===== src/rtl/tinyalu_arbiter.sv =====
// tinyalu_arbiter: round-robin sharing of one tinyalu among NUM_REQ requesters.
// One command is accepted per grant. The captured command is held on the ALU
// interface until done, and the result is returned on a ready/valid response
// channel tagged with the requester index.
// Optional build macro TINYALU_ARB_TIMEOUT_EN: aborts an EXEC that lasts
// TIMEOUT_CYCLES cycles without done, and answers with 16'hDEAD and rsp_err=1.
module tinyalu_arbiter #(
   parameter int unsigned NUM_REQ        = 4,
   parameter int unsigned TIMEOUT_CYCLES = 15
) (
   input  logic                       clk,
   input  logic                       reset,
   input  logic [NUM_REQ-1:0]         req_valid,
   output logic [NUM_REQ-1:0]         req_ready,
   input  logic [8*NUM_REQ-1:0]       req_a,
   input  logic [8*NUM_REQ-1:0]       req_b,
   input  logic [3*NUM_REQ-1:0]       req_op,
   output logic                       rsp_valid,
   input  logic                       rsp_ready,
   output logic [$clog2(NUM_REQ)-1:0] rsp_id,
   output logic [15:0]                rsp_result,
   output logic                       rsp_err,
   output logic                       alu_start,
   output logic [2:0]                 alu_op,
   output logic [7:0]                 alu_a,
   output logic [7:0]                 alu_b,
   input  logic                       alu_done,
   input  logic [15:0]                alu_result,
   output logic                       busy
);

   localparam int unsigned IdW = $clog2(NUM_REQ);

   typedef enum logic [1:0] {StIdle, StExec, StResp} state_e;

   state_e           state_q, state_d;
   logic [IdW-1:0]   rr_q, rr_d;
   logic [IdW-1:0]   id_q, id_d;
   logic [2:0]       op_q, op_d;
   logic [7:0]       a_q, a_d;
   logic [7:0]       b_q, b_d;
   logic [15:0]      result_q, result_d;

   logic             grant_found;
   logic [IdW-1:0]   grant_idx;
   logic [IdW-1:0]   cidx;
   int unsigned      cand;
   logic [2:0]       sel_op;
   logic [7:0]       sel_a;
   logic [7:0]       sel_b;

`ifdef TINYALU_ARB_TIMEOUT_EN
   localparam int unsigned CntW = $clog2(TIMEOUT_CYCLES + 1);
   logic [CntW-1:0]  cnt_q, cnt_d;
   logic             err_q, err_d;
`endif

   // Round-robin search starting just above the last grant, plus operand mux.
   always_comb begin
      grant_found = 1'b0;
      grant_idx   = '0;
      cand        = 0;
      cidx        = '0;
      for (int unsigned i = 1; i <= NUM_REQ; i++) begin
         cand = (32'(rr_q) + i) % NUM_REQ;
         cidx = cand[IdW-1:0];
         if (!grant_found && req_valid[cidx]) begin
            grant_found = 1'b1;
            grant_idx   = cidx;
         end
      end
      sel_op    = '0;
      sel_a     = '0;
      sel_b     = '0;
      req_ready = '0;
      for (int j = 0; j < NUM_REQ; j++) begin
         if (grant_idx == IdW'(j)) begin
            sel_op = req_op[3*j +: 3];
            sel_a  = req_a[8*j +: 8];
            sel_b  = req_b[8*j +: 8];
            // Grant is only visible while idle; other states never accept.
            req_ready[j] = (state_q == StIdle) && grant_found;
         end
      end
   end

   // Next-state logic: capture on grant, wait for done, hold response until accepted.
   always_comb begin
      state_d  = state_q;
      rr_d     = rr_q;
      id_d     = id_q;
      op_d     = op_q;
      a_d      = a_q;
      b_d      = b_q;
      result_d = result_q;
`ifdef TINYALU_ARB_TIMEOUT_EN
      cnt_d    = cnt_q;
      err_d    = err_q;
`endif
      unique case (state_q)
         StIdle: begin
            if (grant_found) begin
               rr_d = grant_idx;
               id_d = grant_idx;
               op_d = sel_op;
               a_d  = sel_a;
               b_d  = sel_b;
`ifdef TINYALU_ARB_TIMEOUT_EN
               cnt_d = '0;
               err_d = 1'b0;
`endif
               // tinyalu never raises done for a no-op, so answer it directly.
               if (sel_op == 3'b000) begin
                  result_d = '0;
                  state_d  = StResp;
               end else begin
                  state_d  = StExec;
               end
            end
         end
         StExec: begin
            if (alu_done) begin
               result_d = alu_result;
               state_d  = StResp;
`ifdef TINYALU_ARB_TIMEOUT_EN
            end else if (cnt_q == CntW'(TIMEOUT_CYCLES - 1)) begin
               result_d = 16'hDEAD;
               err_d    = 1'b1;
               state_d  = StResp;
            end else begin
               cnt_d = cnt_q + 1'b1;
`endif
            end
         end
         StResp: begin
            if (rsp_ready) begin
               state_d = StIdle;
            end
         end
         default: state_d = StIdle;
      endcase
   end

   // State and capture registers; reset gives requester 0 first priority.
   always_ff @(posedge clk or posedge reset) begin
      if (reset) begin
         state_q  <= StIdle;
         rr_q     <= IdW'(NUM_REQ - 1);
         id_q     <= '0;
         op_q     <= '0;
         a_q      <= '0;
         b_q      <= '0;
         result_q <= '0;
`ifdef TINYALU_ARB_TIMEOUT_EN
         cnt_q    <= '0;
         err_q    <= 1'b0;
`endif
      end else begin
         state_q  <= state_d;
         rr_q     <= rr_d;
         id_q     <= id_d;
         op_q     <= op_d;
         a_q      <= a_d;
         b_q      <= b_d;
         result_q <= result_d;
`ifdef TINYALU_ARB_TIMEOUT_EN
         cnt_q    <= cnt_d;
         err_q    <= err_d;
`endif
      end
   end

   assign alu_start  = (state_q == StExec);
   assign alu_op     = op_q;
   assign alu_a      = a_q;
   assign alu_b      = b_q;
   assign rsp_valid  = (state_q == StResp);
   assign rsp_id     = id_q;
   assign rsp_result = result_q;
   assign busy       = (state_q != StIdle);
`ifdef TINYALU_ARB_TIMEOUT_EN
   assign rsp_err    = err_q;
`else
   assign rsp_err    = 1'b0;
`endif

endmodule


===== config.mk =====
export PLATFORM = sky130hd
export DESIGN_NAME = tinyalu_arbiter
export DESIGN_NICKNAME = d
export VERILOG_FILES = /design/src/rtl/tinyalu_arbiter.sv
export SDC_FILE = /design/constraint.sdc
export NUM_CORES = 1
export LEC_CHECK = 0
export BUFFER_PORTS_ARGS = -buffer_cell sky130_fd_sc_hd__buf_2
export CORE_ASPECT_RATIO = 1.4
export CORE_MARGIN = 4
export CORE_UTILIZATION = 48
export CTS_BUF_LIST = sky130_fd_sc_hd__clkbuf_2
export CTS_CLUSTER_DIAMETER = 30
export DETAILED_ROUTE_END_ITERATION = 7
export PLACE_DENSITY = 0.85
export SYNTH_ARGS = -nofsm -noshare
export SYNTH_HDL_FRONTEND = slang
export SYNTH_SLANG_ARGS = --single-unit

===== constraint.sdc =====
create_clock -name clk -period 3.7 [get_ports clk]
set_input_delay 0.185 -clock clk [delete_from_list [all_inputs] [get_ports clk]]
set_output_delay 0.185 -clock clk [all_outputs]
set_load 0.05 [all_outputs]

# [Yosys cells after proc, flatten, opt, wreduce, memory -nomap -nowiden]
# Index checks and enable logic that the tools add are counted.
# Widths: inputs -> output; s select.
[totals] regBits=41 inputBits=100 out_inout_bits=45
[op_classes] addsub=4 order_cmp=4 eq_ne=9 n_mux=41 n_reduce_logical=15
[op_table] cell="$mux 8" count=8
[op_table] cell="$mux 16" count=3
[op_table] cell="$pmux 16 s2" count=1
[op_table] cell="$mux 2" count=8
[op_table] cell="$lt 2x3->1 const B" count=4
[op_table] cell="$mux 1" count=12
[op_table] cell="$mux 3" count=4
[op_table] cell="$bmux 1 s2" count=4
[op_table] cell="$eq 2x2->1 const B" count=3
[op_table] cell="$ne 2x1->1 const B" count=3
[op_table] cell="$pmux 2 s3" count=1
[op_table] cell="$add 2x1->2 const B" count=2
[op_table] cell="$add 2x2->2 const B" count=2
[op_table] cell="$eq 2x1->1 const B" count=2
[op_table] cell="$logic_and 1x1->1" count=4
[op_table] cell="$logic_not 2->1" count=2
[op_table] cell="$reduce_and 4->1" count=1
[op_table] cell="$reduce_bool 2->1" count=2
[op_table] cell="$logic_not 1->1" count=3
[op_table] cell="$logic_not 3->1" count=1
[op_table] cell="$reduce_and 3->1" count=1
[op_table] cell="$ne 2x2->1 const B" count=1
[op_table] cell="$reduce_and 2->1" count=1

# [Logic depth before layout (Yosys ltp)]
# Gate-level depths: netlist of run 1.
[logic_depth] word_depth=22 depth_mapped=8 depth_no_buf=6

# [Worst setup path after synthesis of run 1]
# Ideal clock, no wire load.
[synth_path] kind="register -> output" startpoint="register rr_q[1]" endpoint="output port req_ready[1]" t_arrival_ns=2.666 required_time_ns=3.515 setup_slack_ns=0.849 path_stages_with_launch=7 path_buffers=2 cell_sequence="dfstp_2 nand2b_1 a21oi_1 o221ai_4 buf_2 clkbuf_1 nor3b_1"
[synth_via] elab_chain_len=15 elab_cells_between_ends=29 cone_classes="add/sub (4); eq/ne (1); mux (17); reduce/logical (7)"
[synth_lines] element="start, declared" line_no="37" text="logic [IdW-1:0] rr_q, rr_d;"
[synth_lines] element="start signal, assigned" line_no="148" text="rr_q <= IdW'(NUM_REQ - 1);"
[synth_lines] element="start signal, assigned" line_no="160" text="rr_q <= rr_d;"
[synth_lines] element="$add 2x1->2" line_no="65" text="cand = (32'(rr_q) + i) % NUM_REQ;"
[synth_lines] element="$bmux 1 s2" line_no="67" text="if (!grant_found && req_valid[cidx]) begin"
[synth_lines] element="$mux 1 (implied by the code)" line_no="67"
[synth_lines] element="$mux 1" line_no="67"
[synth_lines] element="$logic_not 1->1" line_no="67"
[synth_lines] element="$logic_and 1x1->1" line_no="67"
[synth_lines] element="$mux 1" line_no="67"
[synth_lines] element="$logic_not 1->1" line_no="67"
[synth_lines] element="$logic_and 1x1->1" line_no="67"
[synth_lines] element="$mux 1" line_no="67"
[synth_lines] element="$logic_not 1->1" line_no="67"
[synth_lines] element="$logic_and 1x1->1" line_no="67"
[synth_lines] element="$mux 2 or $mux 1 (tied branches)" line_no="67"
[synth_lines] element="$eq 2x1->1 or $logic_and 1x1->1 (tied branches)" line_no="77, 82"
[synth_lines] element="$mux 1 (*)" line_no="77" text="if (grant_idx == IdW'(j)) begin"
[synth_lines] element="end, declared" line_no="14" text="output logic [NUM_REQ-1:0] req_ready,"
# Every way passes the cells marked *; elsewhere a longest branch is shown, timed or not. The select of a mux whose other input is x is not followed.

# [Final worst setup path of run 1]
[layout_path] startpoint="register rr_q[1]" endpoint="output port req_ready[2]"
[layout_via] elab_chain_len=15 elab_cells_between_ends=29 cone_classes="add/sub (4); eq/ne (1); mux (17); reduce/logical (7)"
[layout_lines] element="$add 2x1->2" line_no="65"
[layout_lines] element="$bmux 1 s2" line_no="67"
[layout_lines] element="$mux 1 (implied by the code)" line_no="67"
[layout_lines] element="$mux 1" line_no="67"
[layout_lines] element="$logic_not 1->1" line_no="67"
[layout_lines] element="$logic_and 1x1->1" line_no="67"
[layout_lines] element="$mux 1" line_no="67"
[layout_lines] element="$logic_not 1->1" line_no="67"
[layout_lines] element="$logic_and 1x1->1" line_no="67"
[layout_lines] element="$mux 1" line_no="67"
[layout_lines] element="$logic_not 1->1" line_no="67"
[layout_lines] element="$logic_and 1x1->1" line_no="67"
[layout_lines] element="$mux 2 or $mux 1 (tied branches)" line_no="67"
[layout_lines] element="$eq 2x2->1 or $logic_and 1x1->1 (tied branches)" line_no="77, 82"
[layout_lines] element="$mux 1 (*)" line_no="77"
# Marked as above.

==> results of run 1 <==
-- worst max-delay path: stages (launching register included) --
cell and delay [ns]:
dfstp_2 0.62, nand3b_1 0.13, a31oi_4 0.33, buf_4 0.54
nand2_1 0.17, nor2_1 0.12, buf_2 0.27
-- cell type report --
| cell class | instances | area share (%) |
|---|---|---|
| multi-input cells | 183 | 37.0 |
| flip-flops and latches | 41 | 30.4 |
| repair buffers | 167 | 27.9 |
| well taps | 64 | 2.36 |
| clock inverters | 2 | 0.997 |
| clock buffers | 6 | 0.887 |
| inverters | 5 | 0.554 |
-- how the worst max path moves through the flow --
| stage | start | end | slack, ns | depth (start not counted) |
|---|---|---|---|---|
| 4_1_cts | rr_q[1] | req_ready[2] | 0.92 | 6 |
| 3_5_place_dp | rr_q[1] | req_ready[2] | 1.37 | 6 |
| 5_1_grt | rr_q[1] | req_ready[2] | 0.70 | 6 |
| 2_1_floorplan | rr_q[1] | req_ready[1] | 0.85 | 6 |
| 6_report | rr_q[1] | req_ready[2] | 0.96 | 6 |
| 3_3_place_gp | rr_q[1] | req_ready[2] | 1.44 | 6 |
-- registers in the layout (all words and copies together) (netlist names) --
signal and flops:
alu_op 3, rsp_id 2, state_q 2, rsp_result 16, rr_q 2, alu_a 8, alu_b 8
-- synth_stat cells (2+ instances only) --
| cell type | number |
|---|---|
| a211o_1 | 2 |
| a211oi_1 | 32 |
| inv_1 | 5 |
| mux2i_1 | 26 |
| o21ai_2 | 10 |
| clkbuf_1 | 10 |
| nand2b_1 | 3 |
| o21ai_0 | 6 |
| nor2b_1 | 19 |
| buf_2 | 3 |
| dfstp_2 | 2 |
| mux2_2 | 2 |
| dfrtp_1 | 39 |
| buf_4 | 2 |
| nor3_1 | 2 |
| a21o_1 | 17 |
| nand2_1 | 48 |
| buf_6 | 3 |
| nor2_1 | 5 |
-- metrics by stage --
| step | setup slack, ns | util [%] | power, mW | hold WS, ns |
|---|---|---|---|---|
| 5_1_grt | 0.697 | 69.9 | 3.28 | 0.224 |
| 3_3_place_gp | 1.44 | 64.7 | 2.79 | 0.324 |
| 3_5_place_dp | 1.37 | 64.7 | 2.83 | 0.331 |
| 4_1_cts | 0.918 | 69.7 | 3.10 | 0.0407 |
| 2_1_floorplan | 0.849 | - | 2.41 | 0.295 |
| 6_report | 0.956 | 69.9 | 3.09 | 0.260 |
-- what timing repair did --
action / 4_1_cts / 5_1_grt
endpoints found under the hold margin: 56 / 1
hold buffers: 18 / 1
buffers inserted: 0 / 0
-- cells by family after synthesis --
family | count (synthesis) | synth area share, %
compound gates | 71 | 23.4
buf+inv | 24 | 5.15
flops | 41 | 42.8
mux | 28 | 11.8
other cells | 1 | 0.156
simple gates | 83 | 16.8
-- metal layers --
| layer | up-vias | wire length (µm) | share of wire (%) |
|---|---|---|---|
| met5 | - | 0 | 0 |
| met4 | 0 | 303 | 4.5 |
| met3 | 30 | 443 | 6.5 |
| met2 | 99 | 3580 | 53 |
| met1 | 1098 | 2460 | 36 |
| li1 | 1184 | - | - |
-- power by group through the flow --
| stage | Clock, mW | Combinational [mW] | Sequential (mW) |
|---|---|---|---|
| finish | 0.252 | 2.04 | 0.799 |
| global route | 0.279 | 2.18 | 0.824 |
| CTS | 0.256 | 2.04 | 0.796 |
| detailed placement | 0 | 2.03 | 0.805 |
| global placement | 0 | 1.99 | 0.800 |
| floorplan | 0 | 0.953 | 1.46 |
==> impl_metrics.env, run 1 <==
export IMPL_track_usage_pct=22.2
export IMPL_chipHeight_um=91.8
export IMPL_synth_edf_count=0
export IMPL_regArea_mm2=0.00103
export IMPL_regToRegEndpoint="alu_a[0]"
export IMPL_path_class="reg -> out"
export IMPL_syn_instance_count=248
export IMPL_placed_cell_area_mm2=0.00313
export IMPL_use_met1_pct=24.8
export IMPL_crit_fanout=52
export IMPL_layout_commonest_cell="buf_2"
export IMPL_post_route_period_util_pct=74.2
export IMPL_dr_pass1_iters=4
export IMPL_cp_data_required_time_ns=3.51
export IMPL_yosys_area_top_type_share_pct=40.6
export IMPL_start_util_pct=49.7
export IMPL_die_width_um=67.8
export IMPL_async_flop_share_pct=100
export IMPL_worst_setup_path_start_kind="flip-flop"
export IMPL_drtIter0Drc=88
export IMPL_rr_worst_depth=7
export IMPL_wirelength_mm=6.79
export IMPL_power_density_mw_per_mm2=912
export IMPL_ant_nets=0
export IMPL_syn_num_nets=348
export IMPL_cts_sinks=41
export IMPL_cts_resized=0
export IMPL_synth_avg_cell_area_um2=9.70
export IMPL_timing_rr_start="rr_q[1]"
export IMPL_min_to="alu_a[6]"
export IMPL_power_switching_mw=1.71
export IMPL_rrSetupSlack_ns=1.36
export IMPL_min_period_ns=2.74
export IMPL_status="completed"
export IMPL_ys_ff_latch=41
export IMPL_rows=30
export IMPL_h_tree_depth=2
export IMPL_fill_cells=384
export IMPL_endpoint_kind="primary output"
export IMPL_antenna_found_initial=0
export IMPL_grt_pass1_vias=2296
export IMPL_finalHoldViolCount=0
export IMPL_place_inst=441
export IMPL_p_leak_nw=1.82
export IMPL_vdd_drop_max_mv=0.456
export IMPL_ys_types=31
export IMPL_power_frac_seq_pct=25.9
export IMPL_rsz0062_at_grt="no"
export IMPL_cts_tree="done"
export IMPL_yosys_warnings=0
export IMPL_final_cells=468
export IMPL_layout_common_cells="143 x buf_2, 48 x nand2_1, 39 x dfrtp_1"
export IMPL_top_usage_layer="met2"
export IMPL_hold_start="req_a[22]"
export IMPL_die_area_mm2=0.00622
export IMPL_root_buffer="clkbuf_2"
export IMPL_gp_congestion=0.830
export IMPL_synthTopCellsByArea="dfrtp_1 41%, mux2i_1 11%, a211oi_1 10%"
export IMPL_multi_input_area_mm2=0.00125
export IMPL_combPwrFrac_pct=66.0
export IMPL_core_area_mm2=0.00484
export IMPL_tns_ns=0
export IMPL_finalInstanceArea_mm2=0.00339
export IMPL_clk_latency_ns=0.40
export IMPL_hold_path_class="in -> reg"
export IMPL_maxCapViolCount=0
export IMPL_syn_to_final_growth_pct=40.8
export IMPL_fin_skew_ns=0.0357
export IMPL_max_freq_mhz=364
export IMPL_post_route_cells_drive_above_1_share_pct=43.1
export IMPL_max_slew_margin_rel_pct=28.6
export IMPL_route_detailed_drc=0
export IMPL_antennaDiodeCount=0
export IMPL_dp_hpwl_mm=4.92
export IMPL_clk_path_buf_depth=2
export IMPL_ys_seq_area_share_pct=42.8
export IMPL_cell_internal_pwr_mw=1.38
export IMPL_fin_nets=503
export IMPL_use_met2_pct=38.2
export IMPL_worstHoldPathCells=4
export IMPL_setup_viol=0
export IMPL_pwr_share_clk_pct=8.2
export IMPL_path_clk_slew_ns=0.18
export IMPL_switching_share_pct=55.3
export IMPL_avgRoutedWirePerCell_um=14.5
export IMPL_yosys_area_top_type="dfrtp_1"
export IMPL_worst_pin_slew_ns=1.07
export IMPL_syn_area_mm2=0.00240
export IMPL_io_buffers=143
export IMPL_ios=145
export IMPL_slew_viol_final=0
export IMPL_cp_arrival_ns=2.56
export IMPL_grt_pass1_wl_mm=10.6
export IMPL_cts_buffers=5
export IMPL_ys_dominant_reg_cell="dfrtp_1"
export IMPL_grt_overflow_total=0
export IMPL_viasPerCell=5.15
export IMPL_grt_max_degree=53
export IMPL_num_vias=2411
export IMPL_grtUsageMet3_pct=4.90
Note: power is estimated with default switching activity, not from simulation.
==> run 2, diff against run 1 <==
--- a/config.mk
+++ b/config.mk
@@ -8,11 +8,11 @@
 export BUFFER_PORTS_ARGS = -buffer_cell sky130_fd_sc_hd__buf_2
 export CORE_ASPECT_RATIO = 1.4
 export CORE_MARGIN = 4
-export CORE_UTILIZATION = 48
+export CORE_UTILIZATION = 40
 export CTS_BUF_LIST = sky130_fd_sc_hd__clkbuf_2
 export CTS_CLUSTER_DIAMETER = 30
 export DETAILED_ROUTE_END_ITERATION = 7
-export PLACE_DENSITY = 0.85
+export PLACE_DENSITY = 0.75
 export SYNTH_ARGS = -nofsm -noshare
 export SYNTH_HDL_FRONTEND = slang
 export SYNTH_SLANG_ARGS = --single-unit
==> constraint.sdc (replaced) <==
create_clock -name clk -period 2.4 [get_ports clk]
set_input_delay 0.12 -clock clk [delete_from_list [all_inputs] [get_ports clk]]
set_output_delay 0.12 -clock clk [all_outputs]
set_load 0.05 [all_outputs]
==> run 2 against run 1 <==
Wire length fell by 2.4%. Sequential share of layout area is 1.1 points lower. Total power rose by 59%. Critical path type unchanged.
==> impl_metrics.env, run 2 (synthesis results as in run 1) <==
export IMPL_cts_tree="done"
export IMPL_vdd_drop_max_mv=0.622
export IMPL_finalInstanceArea_mm2=0.00351
export IMPL_die_width_um=73.5
export IMPL_cp_arrival_ns=2.15
export IMPL_min_period_ns=2.27
export IMPL_placed_cell_area_mm2=0.00318
export IMPL_num_vias=2344
export IMPL_final_cells=477
export IMPL_grt_pass1_vias=2317
export IMPL_chipHeight_um=99.7
export IMPL_h_tree_depth=2
export IMPL_fin_nets=506
export IMPL_core_area_mm2=0.00586
export IMPL_endpoint_kind="primary output"
export IMPL_drtIter0Drc=62
export IMPL_max_freq_mhz=440
export IMPL_worst_setup_path_start_kind="flip-flop"
export IMPL_worst_slack_ns=0.127
export IMPL_layout_common_cells="140 x buf_2, 48 x nand2_1, 39 x dfrtp_1"
export IMPL_hold_path_class="in -> reg"
export IMPL_dr_pass1_iters=4
export IMPL_grt_pass1_wl_mm=10.5
export IMPL_dp_hpwl_mm=5.06
export IMPL_antenna_found_initial=0
export IMPL_place_inst=447
export IMPL_ant_nets=0
export IMPL_grt_max_degree=51
export IMPL_ios=145
export IMPL_wirelength_mm=6.63
export IMPL_setup_viol=0
export IMPL_post_route_period_util_pct=94.7
export IMPL_track_usage_pct=18.0
export IMPL_clk_latency_ns=0.39
export IMPL_power_density_mw_per_mm2=1400
export IMPL_grt_overflow_total=0
export IMPL_finalHoldViolCount=0
export IMPL_clk_path_buf_depth=2
export IMPL_io_buffers=143
export IMPL_die_area_mm2=0.00733
export IMPL_route_detailed_drc=0
export IMPL_p_leak_nw=1.88
export IMPL_gp_congestion=0.808
export IMPL_root_buffer="clkbuf_2"
export IMPL_rows=33
export IMPL_layout_commonest_cell="buf_2"
export IMPL_status="completed"
export IMPL_hold_slack_ns=0.183
export IMPL_max_slew_margin_rel_pct=44.4
export IMPL_crit_fanout=19
export IMPL_fin_skew_ns=0.0158
export IMPL_antennaDiodeCount=0
export IMPL_maxCapViolCount=0
export IMPL_slew_viol_final=0
export IMPL_cp_data_required_time_ns=2.28
export IMPL_cts_sinks=41
export IMPL_post_route_cells_drive_above_1_share_pct=44.7
export IMPL_worst_pin_slew_ns=0.832
export IMPL_avgRoutedWirePerCell_um=13.9
export IMPL_path_clk_slew_ns=0.19
export IMPL_syn_to_final_growth_pct=46.1
export IMPL_pre_cts_slack_ns=0.0992
export IMPL_tns_ns=0
export IMPL_largest_reg_flops=16
export IMPL_start_util_pct=41.0
export IMPL_cts_buffers=5
export IMPL_path_class="reg -> out"
export IMPL_viasPerCell=4.91
==> run 2: cell types whose count changed in the layout (fill, tap and decap cells not counted), sizes merged <==
cell    previous run  this run
inv                4         5
clkbuf             6         8
buf              148       149
clkinv             2         1
==> run 2: final timing paths <==
path | startpoint | to | slack (ns) | depth (start not counted)
max | rr_q[1] | req_ready[1] | 0.13 | 6
min | req_a[18] | alu_a[2] | 0.18 | 4
max reg2reg | rr_q[1] | state_q[1] | 0.14 | 7
min reg2reg | alu_b[4] | alu_b[4] | 0.50 | 1
max in group asynchronous | reset | alu_a[4] | 1.45 | 3
min in group asynchronous | reset | alu_b[3] | 0.41 | 3
==> run 2: critical path, cell delays in order, from the launching register on <==
cell	delay (ns)
dfstp_2	0.63
nand2b_1	0.13
a21oi_1	0.10
o221ai_4	0.33
buf_12	0.20
nor3b_2	0.16
buf_4	0.21
==> run 2: final cells by class <==
type / instances / area (µm²)
Inverter: 5 / 18.8
Sequential cell: 41 / 1030
Tap cell: 70 / 87.6
Timing Repair Buffer: 170 / 1040
Fill cell: 523 / 2350
Multi-Input combinational cell: 183 / 1270
Clock buffer: 6 / 30.0
Clock inverter: 2 / 33.8
==> run 2: layer usage <==
metal | vias to the layer above | wire, µm | part of all wire (%) | GRT usage, %
met1 | 1039 | 2390 | 36 | 19.3
met5 | - | 0 | 0 | 0
li1 | 1186 | - | - | -
met4 | 0 | 113 | 1.7 | 6.56
met2 | 109 | 3380 | 51 | 31.8
met3 | 10 | 740 | 11 | 6.47
==> run 2: through the flow <==
stage                     utilization (%)  power [mW]
after floorplan                         -        3.72
after global placement               54.2        4.36
after detailed placement             54.2        4.43
after CTS                            58.7        4.88
after global routing                 59.9        5.27
final                                59.9        4.92
==> run 2: report_power, final <==
part | internal, mW | total, mW | switching, mW
Combinational | 1.06 | 3.29 | 2.24
Clock | 0.178 | 0.397 | 0.219
Sequential | 1.03 | 1.23 | 0.199
Total | 2.27 | 4.92 | 2.65
==> run 2: what timing repair did <==
item,CTS,global route
pin swaps,0,2
hold buffers,19,0
setup buffers,0,2
cloned,0,1
endpoints found under the hold margin,57,0
resized for setup,4,5
endpoints found under the setup margin,3,11
==> run 3, diff against run 2 <==
--- a/config.mk
+++ b/config.mk
@@ -5,14 +5,15 @@
 export SDC_FILE = /design/constraint.sdc
 export NUM_CORES = 1
 export LEC_CHECK = 0
+export ABC_AREA = 1
 export BUFFER_PORTS_ARGS = -buffer_cell sky130_fd_sc_hd__buf_2
 export CORE_ASPECT_RATIO = 1.4
 export CORE_MARGIN = 4
-export CORE_UTILIZATION = 40
+export CORE_UTILIZATION = 41
 export CTS_BUF_LIST = sky130_fd_sc_hd__clkbuf_2
 export CTS_CLUSTER_DIAMETER = 30
 export DETAILED_ROUTE_END_ITERATION = 7
-export PLACE_DENSITY = 0.75
+export PLACE_DENSITY = 0.76
 export SYNTH_ARGS = -nofsm -noshare
 export SYNTH_HDL_FRONTEND = slang
 export SYNTH_SLANG_ARGS = --single-unit
==> run 3 against run 2 <==
The run now ends with setup timing left. Worst hold slack got worse by 0.16 ns. Register-to-register slack got worse by 0.47 ns. Worst setup slack worse by 0.45 ns. Wire length is 63% higher. Area after synthesis rose by 1.1%. Largest cell class is now non-clock buffers. Highest routed layer unchanged.
==> impl_metrics.env, run 3 <==
export IMPL_cp_common_cell="nand2_4"
export IMPL_regToRegEndpoint="rsp_result[3]"
export IMPL_post_route_cells_drive_above_1_share_pct=48.5
export IMPL_chipHeight_um=99.1
export IMPL_synth_edf_count=0
export IMPL_post_route_period_util_pct=114
export IMPL_endpoint_kind="flip-flop"
export IMPL_grt_max_degree=26
export IMPL_async_flop_share_pct=100
export IMPL_cp_slowest_stage_delay_ns=0.66
export IMPL_crit_path_top_delay_cell="dfstp_2"
export IMPL_core_area_mm2=0.00565
export IMPL_final_util_pct=78.8
export IMPL_synth_most_common_cell="nand2_1"
export IMPL_startpoint="rr_q[0]"
export IMPL_worst_setup_path_start_kind="flip-flop"
export IMPL_cp_endpoint="rsp_result[3]"
export IMPL_rrSetupSlack_ns=-0.33
export IMPL_ios=145
export IMPL_worst_pin_slew_ns=0.878
export IMPL_cts_sinks=41
export IMPL_max_slew_margin_rel_pct=41.1
export IMPL_grt_pass1_vias=3431
export IMPL_die_area_mm2=0.00725
export IMPL_ant_nets=0
export IMPL_avgRoutedWirePerCell_um=16.6
export IMPL_crit_fanout=8
export IMPL_clk_path_buf_depth=2
export IMPL_fin_skew_ns=0.0299
export IMPL_grt_pass1_wl_mm=15.2
export IMPL_route_detailed_drc=0
export IMPL_syn_area_mm2=0.00243
export IMPL_max_freq_mhz=367
export IMPL_ys_seq_area_share_pct=42.3
export IMPL_use_met2_pct=46.0
export IMPL_clk_latency_ns=0.41
export IMPL_hold_path_class="in -> reg"
export IMPL_synth_commonest_cells="144 x nand2_1, 44 x nand3_1, 39 x dfrtp_1, 22 x o21ai_0, 20 x nor2_1"
export IMPL_yosys_warnings=0
export IMPL_fill_cells=384
export IMPL_largest_reg_flops=16
export IMPL_gp_congestion=0.823
export IMPL_drtIter0Drc=263
export IMPL_path_clk_slew_ns=0.22
export IMPL_synth_avg_cell_area_um2=6.91
export IMPL_start_util_pct=43.1
export IMPL_worst_slack_ns=-0.327
export IMPL_min_period_ns=2.73
export IMPL_track_usage_pct=26.6
export IMPL_ys_types=27
export IMPL_grtUsageMet3_pct=5.26
export IMPL_die_width_um=73.1
export IMPL_cpLargestDelayFamily="simple AND/OR/NAND/NOR gates"
export IMPL_cts_tree="done"
export IMPL_dp_hpwl_mm=6.15
export IMPL_top_usage_layer="met2"
export IMPL_layout_commonest_cell="buf_2"
export IMPL_syn_num_nets=452
export IMPL_maxCapViolCount=0
export IMPL_fin_nets=682
export IMPL_slew_viol_final=0
export IMPL_hold_slack_ns=0.0215
export IMPL_crit_cells=18
export IMPL_root_buffer="clkbuf_2"
export IMPL_num_vias=3525
export IMPL_status="finished with violations"
export IMPL_yosys_area_top_type="dfrtp_1"
export IMPL_cp_cell_sequence="clkinv_4 > nand2_4 > nand2_4 > nand2_4 > nand2_4 > nor2_4 > buf_6 > nand3b_1 > nand2_4 > inv_1 > nand3_1 > nand3_2 > nor2_2 > nand3_2 > nand2_4 > nand2_8 > nand2_2 > nand2_1"
export IMPL_use_met1_pct=29.1
export IMPL_cts_buffers=5
export IMPL_grt_overflow_total=0
export IMPL_path_class="reg -> reg"
export IMPL_wirelength_mm=10.8
export IMPL_ys_ff_latch=41
export IMPL_setup_viol=39
export IMPL_dr_pass1_iters=5
export IMPL_antenna_found_initial=1
export IMPL_rr_worst_depth=18
export IMPL_h_tree_depth=2
export IMPL_rsz0062_at_grt="yes"
export IMPL_syn_instance_count=352
export IMPL_timing_rr_start="rr_q[0]"
export IMPL_cp_data_required_time_ns=2.74
export IMPL_ys_dominant_reg_cell="dfrtp_1"
export IMPL_layout_common_cells="139 x buf_2, 107 x nand2_1, 45 x dlygate4sd3_1"
export IMPL_yosys_area_top_type_share_pct=40.1
export IMPL_viasPerCell=5.41
export IMPL_violations="setup timing"
export IMPL_io_buffers=143
export IMPL_syn_to_final_growth_pct=83.0
export IMPL_cp_num_buf_inv=3
export IMPL_synthTopCellsByArea="dfrtp_1 40%, nand2_1 22%, nand3_1 9.1%"
export IMPL_finalHoldViolCount=0
export IMPL_cp_arrival_ns=3.07
export IMPL_rows=32
==> run 3: timing repair <==
action | in CTS | in global routing
pin swaps | 16 | 26
endpoints found under the setup margin | 38 | 41
buffers inserted | 18 | 6
gates cloned | 2 | 1
hold buffers | 43 | 2
endpoints found under the hold margin | 55 | 2
gates resized for setup | 55 | 70
==> run 3: worst reg2reg max path: cells and delay by family, from the launching register on <==
family / cells / cell delay [ns]
DFF: 1 / 0.66
buffers and inverters: 3 / 0.35
and+or+nand+nor: 15 / 1.63
==> run 3: cells by family (layout without fill, tap and decap cells) <==
logic type / count (synthesis) / count (layout) / synth area share [%]
flops: 41 / 41 / 42.3
simple gates: 235 / 237 / 42.2
buf+inv: 39 / 268 / 7.36
other cells: 1 / 2 / 0.154
compound gates: 36 / 36 / 7.97
==> run 3: worst min path at each step <==
stage	start	endpoint	slack, ns	cells past startpoint
detailed placement	reset	rsp_result[11]	0.23	2
floorplan	rsp_ready	state_q[1]	0.21	1
finish	req_a[26]	alu_a[2]	0.02	5
global route	req_a[2]	alu_a[2]	-0.0002	5
CTS	req_a[26]	alu_a[2]	0.0009	5
global placement	reset	rsp_result[11]	0.22	2
==> run 3: area by class of cell <==
cell class	count	area (µm²)	share of cell area (%)
clock inverter	2	33.8	0.759
tap	68	85.1	1.91
timing repair buffer	237	1630	36.6
multi-input combinational	274	1550	34.8
sequential	41	1030	23.1
inverter	23	93.8	2.11
antenna	1	2.50	0.0562
clock buffer	6	30.0	0.675
==> run 3: stage by stage <==
step	setup TNS (ns)	instances	setup slack [ns]	area, µm²
6_report	-10.17	652	-0.327	4450
3_5_place_dp	-2.34	571	-0.117	3330
2_1_floorplan	0	352	0.0787	2440
3_3_place_gp	-0.0382	571	-0.0239	3330
5_1_grt	-16.51	652	-0.500	4450
4_1_cts	-3.01	642	-0.144	4160
==> run 3: per-layer routing <==
metal / wire length [µm] / vias up
met5: 0 / -
met4: 681 / 0
met3: 782 / 65
met2: 5620 / 215
met1: 3730 / 1643
li1: - / 1602
Power of run 3 is not shown: default switching activity piles up to over one toggle a cycle in this logic, so the estimate is an artifact.
